[config.mk]
export PLATFORM = sky130hd
export DESIGN_NAME = pl_hazard_ctrl
export DESIGN_NICKNAME = d
export VERILOG_FILES = /design/src/rtl/pl_hazard_ctrl.sv
export SDC_FILE = /design/constraint.sdc
export NUM_CORES = 1
export LEC_CHECK = 0
export CORE_ASPECT_RATIO = 2
export CORE_MARGIN = 2
export CORE_UTILIZATION = 36
export DETAILED_ROUTE_END_ITERATION = 6
export GPL_ROUTABILITY_DRIVEN = 0
export PLACE_DENSITY = 0.82
export SYNTH_ARGS = -nofsm -noshare
export SYNTH_HDL_FRONTEND = slang
export SYNTH_SLANG_ARGS = --single-unit
[constraint.sdc]
create_clock -name clk -period 1.75 [get_ports clk]
set_input_delay 0.175 -clock clk [delete_from_list [all_inputs] [get_ports clk]]
set_output_delay 0.175 -clock clk [all_outputs]
set_load 0.005 [all_outputs]
[src/rtl/pl_hazard_ctrl.sv]
// Pipeline hazard controller: load-use bubbles, EX redirects, data-memory wait and timeout error.
// Define PL_PERF_CNT_EN to build the stall/flush performance counters (tied to zero otherwise).
module pl_hazard_ctrl #(
    parameter logic [7:0] MEM_TIMEOUT = 8'd200
) (
    input  logic        clk,
    input  logic        rst_n,
    input  logic [4:0]  id_rs1,
    input  logic [4:0]  id_rs2,
    input  logic        id_rs1_used,
    input  logic        id_rs2_used,
    input  logic        ex_memread,
    input  logic [4:0]  ex_rd,
    input  logic        B_type_mispredict_ex,
    input  logic        jalr_ex,
    input  logic        dmem_req,
    input  logic        dmem_ack,
    output logic        PL_stall,
    output logic        PL_flush,
    output logic        id_ex_flush,
    output logic        mem_stall_all,
    output logic        redirect_valid,
    output logic        mem_err,
    output logic [31:0] stall_cnt,
    output logic [31:0] flush_cnt
);

    typedef enum logic [1:0] {
        RUN      = 2'd0,
        MEM_WAIT = 2'd1,
        ERR      = 2'd2
    } state_e;

    state_e     r_state;
    logic [7:0] r_wait_cnt;
    logic       w_load_use;
    logic       w_redirect;
    logic       w_mem_miss;

    assign w_load_use = ex_memread && (ex_rd != 5'd0) &&
                        ((id_rs1_used && (id_rs1 == ex_rd)) ||
                         (id_rs2_used && (id_rs2 == ex_rd)));
    assign w_redirect = B_type_mispredict_ex | jalr_ex;
    assign w_mem_miss = dmem_req & ~dmem_ack;

    // NOTE: every output gets a default first so no path through the case infers a latch.
    always_comb begin
        PL_stall       = 1'b0;
        PL_flush       = 1'b0;
        id_ex_flush    = 1'b0;
        mem_stall_all  = 1'b0;
        redirect_valid = 1'b0;
        mem_err        = 1'b0;
        if (rst_n) begin
            case (r_state)
                RUN: begin
                    if (w_mem_miss) begin
                        mem_stall_all = 1'b1;
                        PL_stall      = 1'b1;
                    end else if (w_redirect) begin
                        PL_flush       = 1'b1;
                        id_ex_flush    = 1'b1;
                        redirect_valid = 1'b1;
                    end else if (w_load_use) begin
                        PL_stall    = 1'b1;
                        id_ex_flush = 1'b1;
                    end
                end
                MEM_WAIT: begin
                    mem_stall_all = 1'b1;
                    PL_stall      = 1'b1;
                end
                ERR: begin
                    mem_stall_all = 1'b1;
                    PL_stall      = 1'b1;
                    mem_err       = 1'b1;
                end
                default: ;
            endcase
        end
    end

    // NOTE: state uses non-blocking assignments so every flop samples pre-edge values.
    always_ff @(posedge clk or negedge rst_n) begin
        if (!rst_n) begin
            r_state    <= RUN;
            r_wait_cnt <= 8'd0;
        end else begin
            case (r_state)
                RUN: begin
                    if (w_mem_miss) begin
                        r_state    <= MEM_WAIT;
                        r_wait_cnt <= 8'd1;
                    end
                end
                MEM_WAIT: begin
                    if (dmem_ack) begin
                        r_state    <= RUN;
                        r_wait_cnt <= 8'd0;
                    end else begin
                        if (r_wait_cnt == MEM_TIMEOUT) r_state <= ERR;
                        if (r_wait_cnt != 8'hFF) r_wait_cnt <= r_wait_cnt + 8'd1;
                    end
                end
                ERR:     r_state <= ERR;
                default: r_state <= RUN;
            endcase
        end
    end

`ifdef PL_PERF_CNT_EN
    logic [31:0] r_stall_cnt;
    logic [31:0] r_flush_cnt;

    always_ff @(posedge clk or negedge rst_n) begin
        if (!rst_n) begin
            r_stall_cnt <= 32'd0;
            r_flush_cnt <= 32'd0;
        end else begin
            if (PL_stall) r_stall_cnt <= r_stall_cnt + 32'd1;
            if (PL_flush) r_flush_cnt <= r_flush_cnt + 32'd1;
        end
    end

    assign stall_cnt = r_stall_cnt;
    assign flush_cnt = r_flush_cnt;
`else
    assign stall_cnt = 32'd0;
    assign flush_cnt = 32'd0;
`endif

endmodule

# Word level (Yosys, flattened, before mapping)
# Cells that the tools add are included.
totals:
  register_bits: 10
  inputBits: 24
op_classes:
  addsub: 1
  eq_ne: 9
  mux: 26
  bitwise_logic: 3
  n_reduce_logical: 11
ops:
  columns: ["op", "count"]
  rows:
  - ["$mux W8", 3]
  - ["$mux W1", 16]
  - ["$pmux W8 S2", 1]
  - ["$eq A5 B5 Y1", 2]
  - ["$add A8 B1 Y8 const B", 1]
  - ["$eq A8 B8 Y1 const B", 1]
  - ["$ne A8 B8 Y1 const B", 1]
  - ["$mux W2", 3]
  - ["$ne A3 B3 Y1 const B", 2]
  - ["$pmux W2 S3", 1]
  - ["$reduce_bool A5 Y1", 1]
  - ["$logic_and A1 B1 Y1", 4]
  - ["$pmux W1 S2", 2]
  - ["$reduce_and A3 Y1", 1]
  - ["$eq A2 B1 Y1 const B", 1]
  - ["$eq A2 B2 Y1 const B", 1]
  - ["$logic_not A2 Y1", 1]
  - ["$ne A2 B2 Y1 const B", 1]
  - ["$reduce_and A2 Y1", 1]
  - ["$reduce_bool A2 Y1", 1]
  - ["$reduce_or A2 Y1", 1]
  - ["$and A1 B1 Y1", 1]
  - ["$logic_or A1 B1 Y1", 1]
  - ["$not A1 Y1", 1]
  - ["$or A1 B1 Y1", 1]

# Depth between registers and ports, before layout
# Gate-level depths: netlist of run 1.
logic_depth:
  ltp_word: 9
  ltp_mapped: 6
  mapped_depth_nobuf: 6

# Worst setup path before layout of run 1
# OpenSTA, ideal clock, no wires.
synth_timing:
  path_kind: "register to register"
  from: "register r_state[0]"
  to: "register r_wait_cnt[0]"
  setup_ns: 0.121
  arrival_ns: 1.458
  path_slack_ns: 0.171
  stages_incl_launch_ff: 6
  n_path_buf: 1
  period_less_slack_ns: 1.579
  path_cell_list: "dfrtp_1 inv_1 ha_1 mux2_4 buf_2 a22o_1"
synth_via:
  elab_chain_cells: 3
synth_lines:
  columns: ["element", "line", "text"]
  rows:
  - ["start: declaration", "34", "state_e r_state;"]
  - ["start signal: assignment", "86", "r_state <= RUN;"]
  - ["start signal: assignment", "92", "r_state <= MEM_WAIT;"]
  - ["start signal: assignment", "98", "r_state <= RUN;"]
  - ["$eq A2 B1 Y1 / $logic_not A2 Y1 (equally long branches)", "89", "case (r_state)"]
  - ["$ne A3 B3 Y1 (no source line), or another cell as far along", null, null]
  - ["$reduce_and A3 Y1 (no source line)", null, null]
  - ["end signal: assignment", "102", "if (r_wait_cnt != 8'hFF) r_wait_cnt <= r_wait_cnt + 8'd1;"]
  - ["end: declaration", "35", "logic [7:0] r_wait_cnt;"]
# Parallel ways exist; a longest one is shown, timed or not.
# A chain may end at the register's enable or synchronous reset.

# Worst setup path after layout of run 1
layout_timing:
  from: "register r_state[0]"
  to: "output port PL_stall"
layout_via:
  elab_chain_cells: 4
layout_lines:
  columns: ["element", "line", "text"]
  rows:
  - ["$eq A2 B1 Y1 / $eq A2 B2 Y1 (equally long branches)", "55", "case (r_state)"]
  - ["$reduce_or A2 Y1 (no source line)", null, null]
  - ["$pmux W1 S2 (*)", "55", null]
  - ["$mux W1 (*)", "54", "if (rst_n) begin"]
  - ["end: declaration", "18", "output logic PL_stall,"]
# Mark *: on every way between the ends. The rest lies on a longest branch, timed or not.

==> results of run 1 <==
-- through the flow --
stage               TNS, ns  hold slack, ns  power [mW]    util  cells
global placement     -1.203          0.5308      0.9281  0.4457    261
floorplan                 0         -0.1206      0.7461       -    229
finish              -0.1271          0.2908       1.264  0.4648    266
CTS                 -0.3116          0.3032       1.250  0.4638    265
global route        -0.3908          0.3238       1.371  0.4648    266
detailed placement   -1.355          0.5462      0.9440  0.4457    261
-- worst reg2reg max path, stage by stage, from the launching register on --
cell     delay, ns
dfrtp_1       0.39
buf_4         0.14
buf_4         0.12
ha_2          0.20
mux2_4        0.31
buf_4         0.17
a21oi_1       0.15
a21oi_1       0.06
-- layer usage --
metal	vias to the layer above	wire length (µm)
met5	-	0
met4	0	86
met3	10	346
met2	78	1685
met1	525	903
li1	542	-
-- where the power goes --
| part | switching [mW] | internal (mW) |
|---|---|---|
| clock | 0.0965 | 0.198 |
| sequential | 0.0421 | 0.273 |
| combinational | 0.309 | 0.345 |
| total | 0.448 | 0.816 |
-- registers in the layout, indices dropped and copies added, names as in the netlist --
signal      count
r_state         2
r_wait_cnt      8
-- worst max path at each step --
stage / start / to / slack, ns / cells after the start
after global routing: r_state[1] / PL_stall / -0.18 / 6
after floorplan: r_state[0] / r_wait_cnt[0] / 0.17 / 5
final: r_state[0] / PL_stall / -0.06 / 5
after detailed placement: ex_rd[2] / PL_stall / -0.46 / 6
after CTS: r_state[0] / PL_stall / -0.17 / 5
after global placement: ex_rd[2] / PL_stall / -0.43 / 6
-- placed cells by master (no fill, tap or decap), types with 3 or more instances in the layout --
cell	count
clkdlybuf4s50_1	20
clkbuf_8	4
o21ai_0	4
ha_1	3
conb_1	64
clkbuf_2	3
xor2_1	8
a21oi_1	11
dfrtp_1	10
o31ai_1	3
ha_2	3
nor2_1	4
dlygate4sd2_1	4
inv_1	4
buf_4	20
o21ai_1	3
-- cells in the mapped netlist (all sizes together) (2+ instances only) --
master and number:
nand3 4, xnor2 2, nor2 5, o31ai 3, buf 66, nand2b 2
o21ai 8, nor2b 3, nand2 2, o22ai 2, nor4 3, a21oi 11
ha 6, and2 3, inv 5, or4 2, xor2 8, dfrtp 10
-- cell families after synthesis --
group	Yosys count	synth area share
AOI/OAI and AO/OA	33	0.1497
xor gates and xnor gates	10	0.06428
adders and majority gates	6	0.05509
buffers and inverters	71	0.3756
DFF	10	0.1837
muxes	2	0.01836
other	1	0.002752
and+or+nand+nor	33	0.1506
-- what timing repair did --
item                                    in CTS  in global routing
buffers inserted                             0                  1
endpoints found under the setup margin       6                  6
gates resized for setup                     22                  7
hold buffers                                 0                  0
pin swaps                                    2                  1
-- layout make-up --
type                    instances  area [µm²]  share of cell area
multi-input cells             148       863.3              0.5149
flip-flops and latches         10       250.2              0.1493
repair buffers                 50       427.9              0.2552
clock buffers                   4       55.05             0.03284
inverters                       5       18.77             0.01119
well taps                      49       61.31             0.03657
==> flow_summary.toml, run 1 <==
[status]
outcome = "complete, but fails checks"
violations = "setup timing"

[grt]
antenna_found_initial = 0
grt.overflow.total = 0
use_met3 = 0.02783
gr-usage-met2 = 0.2511
global_route.usage.met1 = 0.1144
grt_max_degree = 8
grt_pass1_wl_um = 4278
first_global_vias = 1031
grtUsageTotal = 0.1351
top_usage_layer = "met2"

[sta]
timing.final.crit_share = 1.037
slew_viol_final = 0
grt_setup_unrepaired = "true"
hold_violations = 0
clock_skew_ns = 0.0003290
fin_crit_ns = 1.814
finalSetupViolations = 2
fmax_mhz = 551.1
final.setup.worst_slack_ns = -0.06445

[cells_and_area]
layout-drive-gt1-share = 0.1982
num-fill-cells = 367
diodes = 0
nets = 248
syn2layout_area_growth_pct = 23.05
design_area_um2 = 1677

[setup_path]
crit_path_max_fanout = 3
worst_path_largest_cell_delay_ns = 0.40
reg2reg_depth = 7
crit_buf_inv = 1
cp.required_ns = 1.57
r2r-start = "r_state[0]"
slowest_stage = "or4_1"
crit_family = "simple AND/OR/NAND/NOR gates"
crit_type = "flip-flop to output pin"
start_kind = "flip-flop"
timing.rr.end = "r_wait_cnt[2]"
crit_path_end_kind = "output pin"
worstPathCellList = "ha_2, nand3b_1, or4_1, o21bai_1, clkbuf_2"
arrival_ns = 1.64
r2r_setup_slack_ns = 0.11

[synthesis]
netlist_area_um2 = 1363
yosysUniqueCellTypes = 45
yosys.area.top_type_share = 0.3581
yosys_most_used_dff = "dfrtp_1"
synth_seq_cells = 10
avgSynthCellArea_um2 = 8.208
synth_top_cell_by_area = "buf_4"
synth-edff-count = 0
yosysSeqAreaShare = 0.1837
yosysWarnings = 0
netlist_instances = 166
ys_async_sr_fraction = 1.000
synthTopCellsByArea = "buf_4 36%, dfrtp_1 18%, ha_1 5.5%"

[die]
die_x_um = 47.50
dieArea_um2 = 4323
ios = 94
die_y_um = 91.01
initial_core_util = 0.3777
rows = 31
core_area_um2 = 3607

[placed_design]
dp_hpwl_um = 2512
post_dp_cell_area_um2 = 1608
pre_cts_ws_ns = -0.4553
portBuffers = 29

[drt]
first_pass_iters = 4
wire_per_inst_um = 11.36
routed_wl_um = 3021
num_vias = 1155
drt_iter0_drc = 22
antenna_left = 0
vias_per_cell = 4.342
drc = 0

[clocking]
cts_tree = "built"
h-tree-depth = 1
cts_sinks = 10
clkTransAtPathRegs_ns = 0.05
cts-buffers-inserted = 3
clkLatencyLatePin_ns = 0.24
clockBufferDepth = 2
cts-root-buf = "clkbuf_8"

[power_and_ir_drop]
p_leak_nw = 0.7969
p_per_area_nw_per_um2 = 753.9
ir_drop_uv = 367.9

[flow_run]
maxCapViolations = 0

[min_path]
hold_class = "input pin to asynchronous set/reset pin"
No activity file was read; power rests on OpenSTA's default activity.
==> run 2: changes to the inputs <==
--- a/config.mk
+++ b/config.mk
@@ -10,6 +10,7 @@
 export CORE_UTILIZATION = 36
 export DETAILED_ROUTE_END_ITERATION = 6
 export GPL_ROUTABILITY_DRIVEN = 0
+export GPL_TIMING_DRIVEN = 0
 export PLACE_DENSITY = 0.82
 export SYNTH_ARGS = -nofsm -noshare
 export SYNTH_HDL_FRONTEND = slang
==> flow_summary.toml, run 2 (synthesis results as in run 1) <==
[status]
outcome = "complete, but fails checks"
violations = "setup timing"

[sta]
timing.final.crit_share = 1.064
clock_skew_ns = 0.005246
max_slew_margin = 0.6105
finalSetupViolations = 2
final.setup.tns_ns = -0.1348
fmax_mhz = 537.1
tightest_slew_ns = 0.5843
hold_ws_ns = 0.006089
fin_crit_ns = 1.862
grt_setup_unrepaired = "true"
slew_viol_final = 0
final.setup.worst_slack_ns = -0.1118
hold_violations = 0

[clocking]
clkTransAtPathRegs_ns = 0.05
cts_tree = "built"
clockBufferDepth = 2
h-tree-depth = 1
clkLatencyLatePin_ns = 0.24
cts-buffers-inserted = 3
cts_hold_buf = 0
cts_sinks = 10
cts-root-buf = "clkbuf_8"

[setup_path]
worst_path_largest_cell_delay_ns = 0.44
reg2reg_depth = 7
worstPathCellList = "ha_4, nand3b_1, or4_1, o21bai_1, buf_2"
start_kind = "flip-flop"
crit_family = "simple AND/OR/NAND/NOR gates"
critPathLaunch = "r_state[1]"
arrival_ns = 1.69
crit_path_end_kind = "output pin"
crit_buf_inv = 1
slowest_stage = "dfrtp_2"
timing.rr.end = "r_wait_cnt[3]"
r2r_setup_slack_ns = 0.04
crit_type = "flip-flop to output pin"
cp.required_ns = 1.57
crit_path_max_fanout = 4
r2r-start = "r_state[1]"

[cells_and_area]
final_cell_mix = "73 x buf_4, 64 x conb_1, 16 x clkdlybuf4s50_1"
largest_reg_flops = 8
syn2layout_area_growth_pct = 56.93
fin_util = 0.5928
finalNonFillerCells = 319
regMostFlops = "r_wait_cnt"
reg.largest.list = "r_wait_cnt: 8 flops, r_state: 2 flops"
nets = 301
diodes = 0
layout_commonest_cell = "buf_4"
layout-drive-gt1-share = 0.3852
num-fill-cells = 320

[drt]
routed_wl_um = 3327
num_vias = 1298
wire_per_inst_um = 10.43
first_pass_iters = 4
drt_iter0_drc = 24
vias_per_cell = 4.069
drc = 0
antenna_left = 0

[die]
die_x_um = 47.50
initial_core_util = 0.3777
ios = 94
dieArea_um2 = 4323
rows = 31
die_y_um = 91.01
core_area_um2 = 3607

[grt]
grt_pass1_wl_um = 5057
first_global_vias = 1269
grt_max_degree = 15
antenna_found_initial = 0
grtUsageTotal = 0.1548
grt.overflow.total = 0

[placed_design]
dp_hpwl_um = 2678
dpl.cell_count = 307
portBuffers = 29

[power_and_ir_drop]
ir_drop_uv = 320.5
p_per_area_nw_per_um2 = 642.7
total_power_mw = 1.374
p_leak_nw = 1.115

[flow_run]
maxCapViolations = 0

[min_path]
hold_class = "input pin to asynchronous set/reset pin"
## run 2: cell count changes in the layout (fill, tap and decap cells not counted), moves of 3 or more
cell             previous run  this run
clkdlybuf4s50_1            20        16
a21oi_2                     0         3
buf_4                      20        73
dlygate4sd2_1               4         8
a21oi_1                    11         8
## run 2: power by group
group / leakage (nW) / internal (mW) / switching, mW
clock network: 0.0288 / 0.198 / 0.0954
logic: 0.954 / 0.414 / 0.339
registers: 0.133 / 0.275 / 0.0537
## run 2: layout make-up
cell class	instances	area, µm²	share of cell area
plain buffers	66	499.2	0.2335
clock buffers	4	55.05	0.02575
inverters	5	18.77	0.008777
multi-input cells	148	925.9	0.4330
flip-flops and latches	10	252.7	0.1182
well taps	49	61.31	0.02867
repair buffers	37	325.3	0.1521
## run 2: through the flow
| stage | setup slack [ns] | instance area (µm²) |
|---|---|---|
| finish | -0.1118 | 2138 |
| floorplan | 0.1711 | 1599 |
| global route | -0.1580 | 2138 |
| detailed placement | -0.6784 | 1951 |
| CTS | -0.1178 | 2078 |
| global placement | -0.6533 | 1951 |
## run 2: worst max-delay path by stage
stage	depth (start not counted)	to	slack, ns
after global placement	5	PL_stall	-0.65
after detailed placement	5	PL_stall	-0.68
after CTS	5	PL_stall	-0.12
final	5	PL_stall	-0.11
after floorplan	5	r_wait_cnt[0]	0.17
after global routing	6	PL_stall	-0.16
## run 2: layer usage
metal,track usage,share of wire
met3,0.03181,0.11
met2,0.3007,0.54
met4,0.09028,0.030
met5,0,0
met1,0.1181,0.31
## run 2: what timing repair did
action / CTS / global route
setup buffers: 7 / 1
pin swaps: 6 / 2
gates resized for setup: 31 / 17
setup endpoints to repair: 6 / 11
==> run 3: changes to the inputs <==
--- a/config.mk
+++ b/config.mk
@@ -12,6 +12,7 @@
 export GPL_ROUTABILITY_DRIVEN = 0
 export GPL_TIMING_DRIVEN = 0
 export PLACE_DENSITY = 0.82
+export SKIP_CTS_REPAIR_TIMING = 1
 export SYNTH_ARGS = -nofsm -noshare
 export SYNTH_HDL_FRONTEND = slang
 export SYNTH_SLANG_ARGS = --single-unit
==> flow_summary.toml, run 3 (synthesis results as in run 1) <==
[drt]
routed_wl_um = 3436
antenna_left = 0
first_pass_iters = 4
drc = 0
vias_per_cell = 4.056
drt_iter0_drc = 22
num_vias = 1302
wire_per_inst_um = 10.70

[setup_path]
arrival_ns = 1.72
cp.required_ns = 1.57
crit_buf_inv = 3
slowest_stage = "clkdlybuf4s50_1"
crit_path_max_fanout = 3
worstPathCellList = "clkdlybuf4s50_1, o21ai_2, buf_4, or4_1, o21bai_1, buf_2"
worst_path_largest_cell_delay_ns = 0.58
crit_family = "buffers and inverters"
crit_path_end_kind = "output pin"
start_kind = "input pin"
crit_type = "input pin to output pin"

[cells_and_area]
final_cell_mix = "75 x buf_4, 64 x conb_1, 17 x clkdlybuf4s50_1"
largest_reg_flops = 8
syn2layout_area_growth_pct = 56.84
num-fill-cells = 322
reg.largest.list = "r_wait_cnt: 8 flops, r_state: 2 flops"
nets = 303
fin_util = 0.5924
final-seq-area_um2 = 251.5
diodes = 0
layout_commonest_cell = "buf_4"
multi_input_area_um2 = 877.1
layout-drive-gt1-share = 0.3529
regMostFlops = "r_wait_cnt"

[sta]
clock_skew_ns = 0.002935
slew_viol_final = 0
finalSetupViolations = 1
hold_ws_ns = 0.4314
grt_setup_unrepaired = "true"
final.setup.worst_slack_ns = -0.1411
fmax_mhz = 528.8
timing.final.crit_share = 1.081
fin_crit_ns = 1.891
hold_violations = 0

[clocking]
h-tree-depth = 1
cts_sinks = 10
clkTransAtPathRegs_ns = 0.04
cts-buffers-inserted = 3
clockBufferDepth = 2
cts_tree = "built"
clkLatencyLatePin_ns = 0.24
cts-root-buf = "clkbuf_8"

[status]
outcome = "complete, but fails checks"
violations = "setup timing"

[placed_design]
dp_hpwl_um = 2678
portBuffers = 29

[grt]
grt_max_degree = 15
grtUsageTotal = 0.1448
grt.overflow.total = 0
grt_pass1_wl_um = 4726
antenna_found_initial = 0
first_global_vias = 1191

[power_and_ir_drop]
p_per_area_nw_per_um2 = 632.2
total_power_mw = 1.351
ir_drop_uv = 334.8
p_leak_nw = 1.196

[flow_run]
maxCapViolations = 0

[die]
initial_core_util = 0.3777
dieArea_um2 = 4323
die_x_um = 47.50
die_y_um = 91.01
rows = 31
core_area_um2 = 3607
ios = 94

[min_path]
hold_class = "input pin to flip-flop"
[run 3: changes by cell type in the layout (fill, tap and decap cells not counted), moves of 2 or more]
cell             change
dlymetal6s2s_1       +9
dlygate4sd2_1        -8
a21oi_1              +3
a21oi_2              -3
buf_4                +2
clkdlybuf4s15_1      -2
[run 3: tightest hold or removal path, cell delays in order]
cell and delay (ns):
dlymetal6s2s_1 0.20, nor2b_1 0.11, o21ai_0 0.07, a2bb2oi_1 0.07
[run 3: per-layer routing]
| layer | global-route usage | up-vias | share of wire |
|---|---|---|---|
| met5 | 0 | - | 0 |
| met4 | 0.07407 | 0 | 0.024 |
| met3 | 0.02783 | 7 | 0.11 |
| met2 | 0.2827 | 87 | 0.56 |
| met1 | 0.1156 | 550 | 0.30 |
| li1 | - | 658 | - |
[run 3: final timing paths]
kind	slack (ns)	from	end	cells past startpoint
setup / recovery	-0.14	ex_rd[0]	PL_stall	6
hold / removal	0.43	dmem_ack	r_state[0]	4
setup reg to reg	0.09	r_state[1]	r_wait_cnt[0]	6
hold reg to reg	0.55	r_wait_cnt[1]	r_wait_cnt[1]	1
max in group asynchronous	0.78	rst_n	r_state[1]	2
min in group asynchronous	0.60	rst_n	r_wait_cnt[6]	2
[run 3: through the flow]
stage	instances	TNS (ns)	area (µm²)	worst slack (ns)
CTS	311	-2.822	2006	-0.7018
global route	321	-0.2088	2137	-0.2044
global placement	307	-2.639	1951	-0.6533
floorplan	229	0	1599	0.1711
detailed placement	307	-2.713	1951	-0.6784
finish	321	-0.1411	2137	-0.1411
[run 3: cell type report]
type	count	area share
flip-flops and latches	10	0.1177
inverters	5	0.009953
plain buffers	66	0.2307
clock buffers	4	0.02576
multi-input cells	148	0.4104
well taps	49	0.02869
repair buffers	39	0.1768
[run 3: report_power, final]
group	internal [mW]	switching (mW)	total (mW)
registers	0.273	0.0488	0.322
clock network	0.198	0.0941	0.292
logic	0.415	0.322	0.737
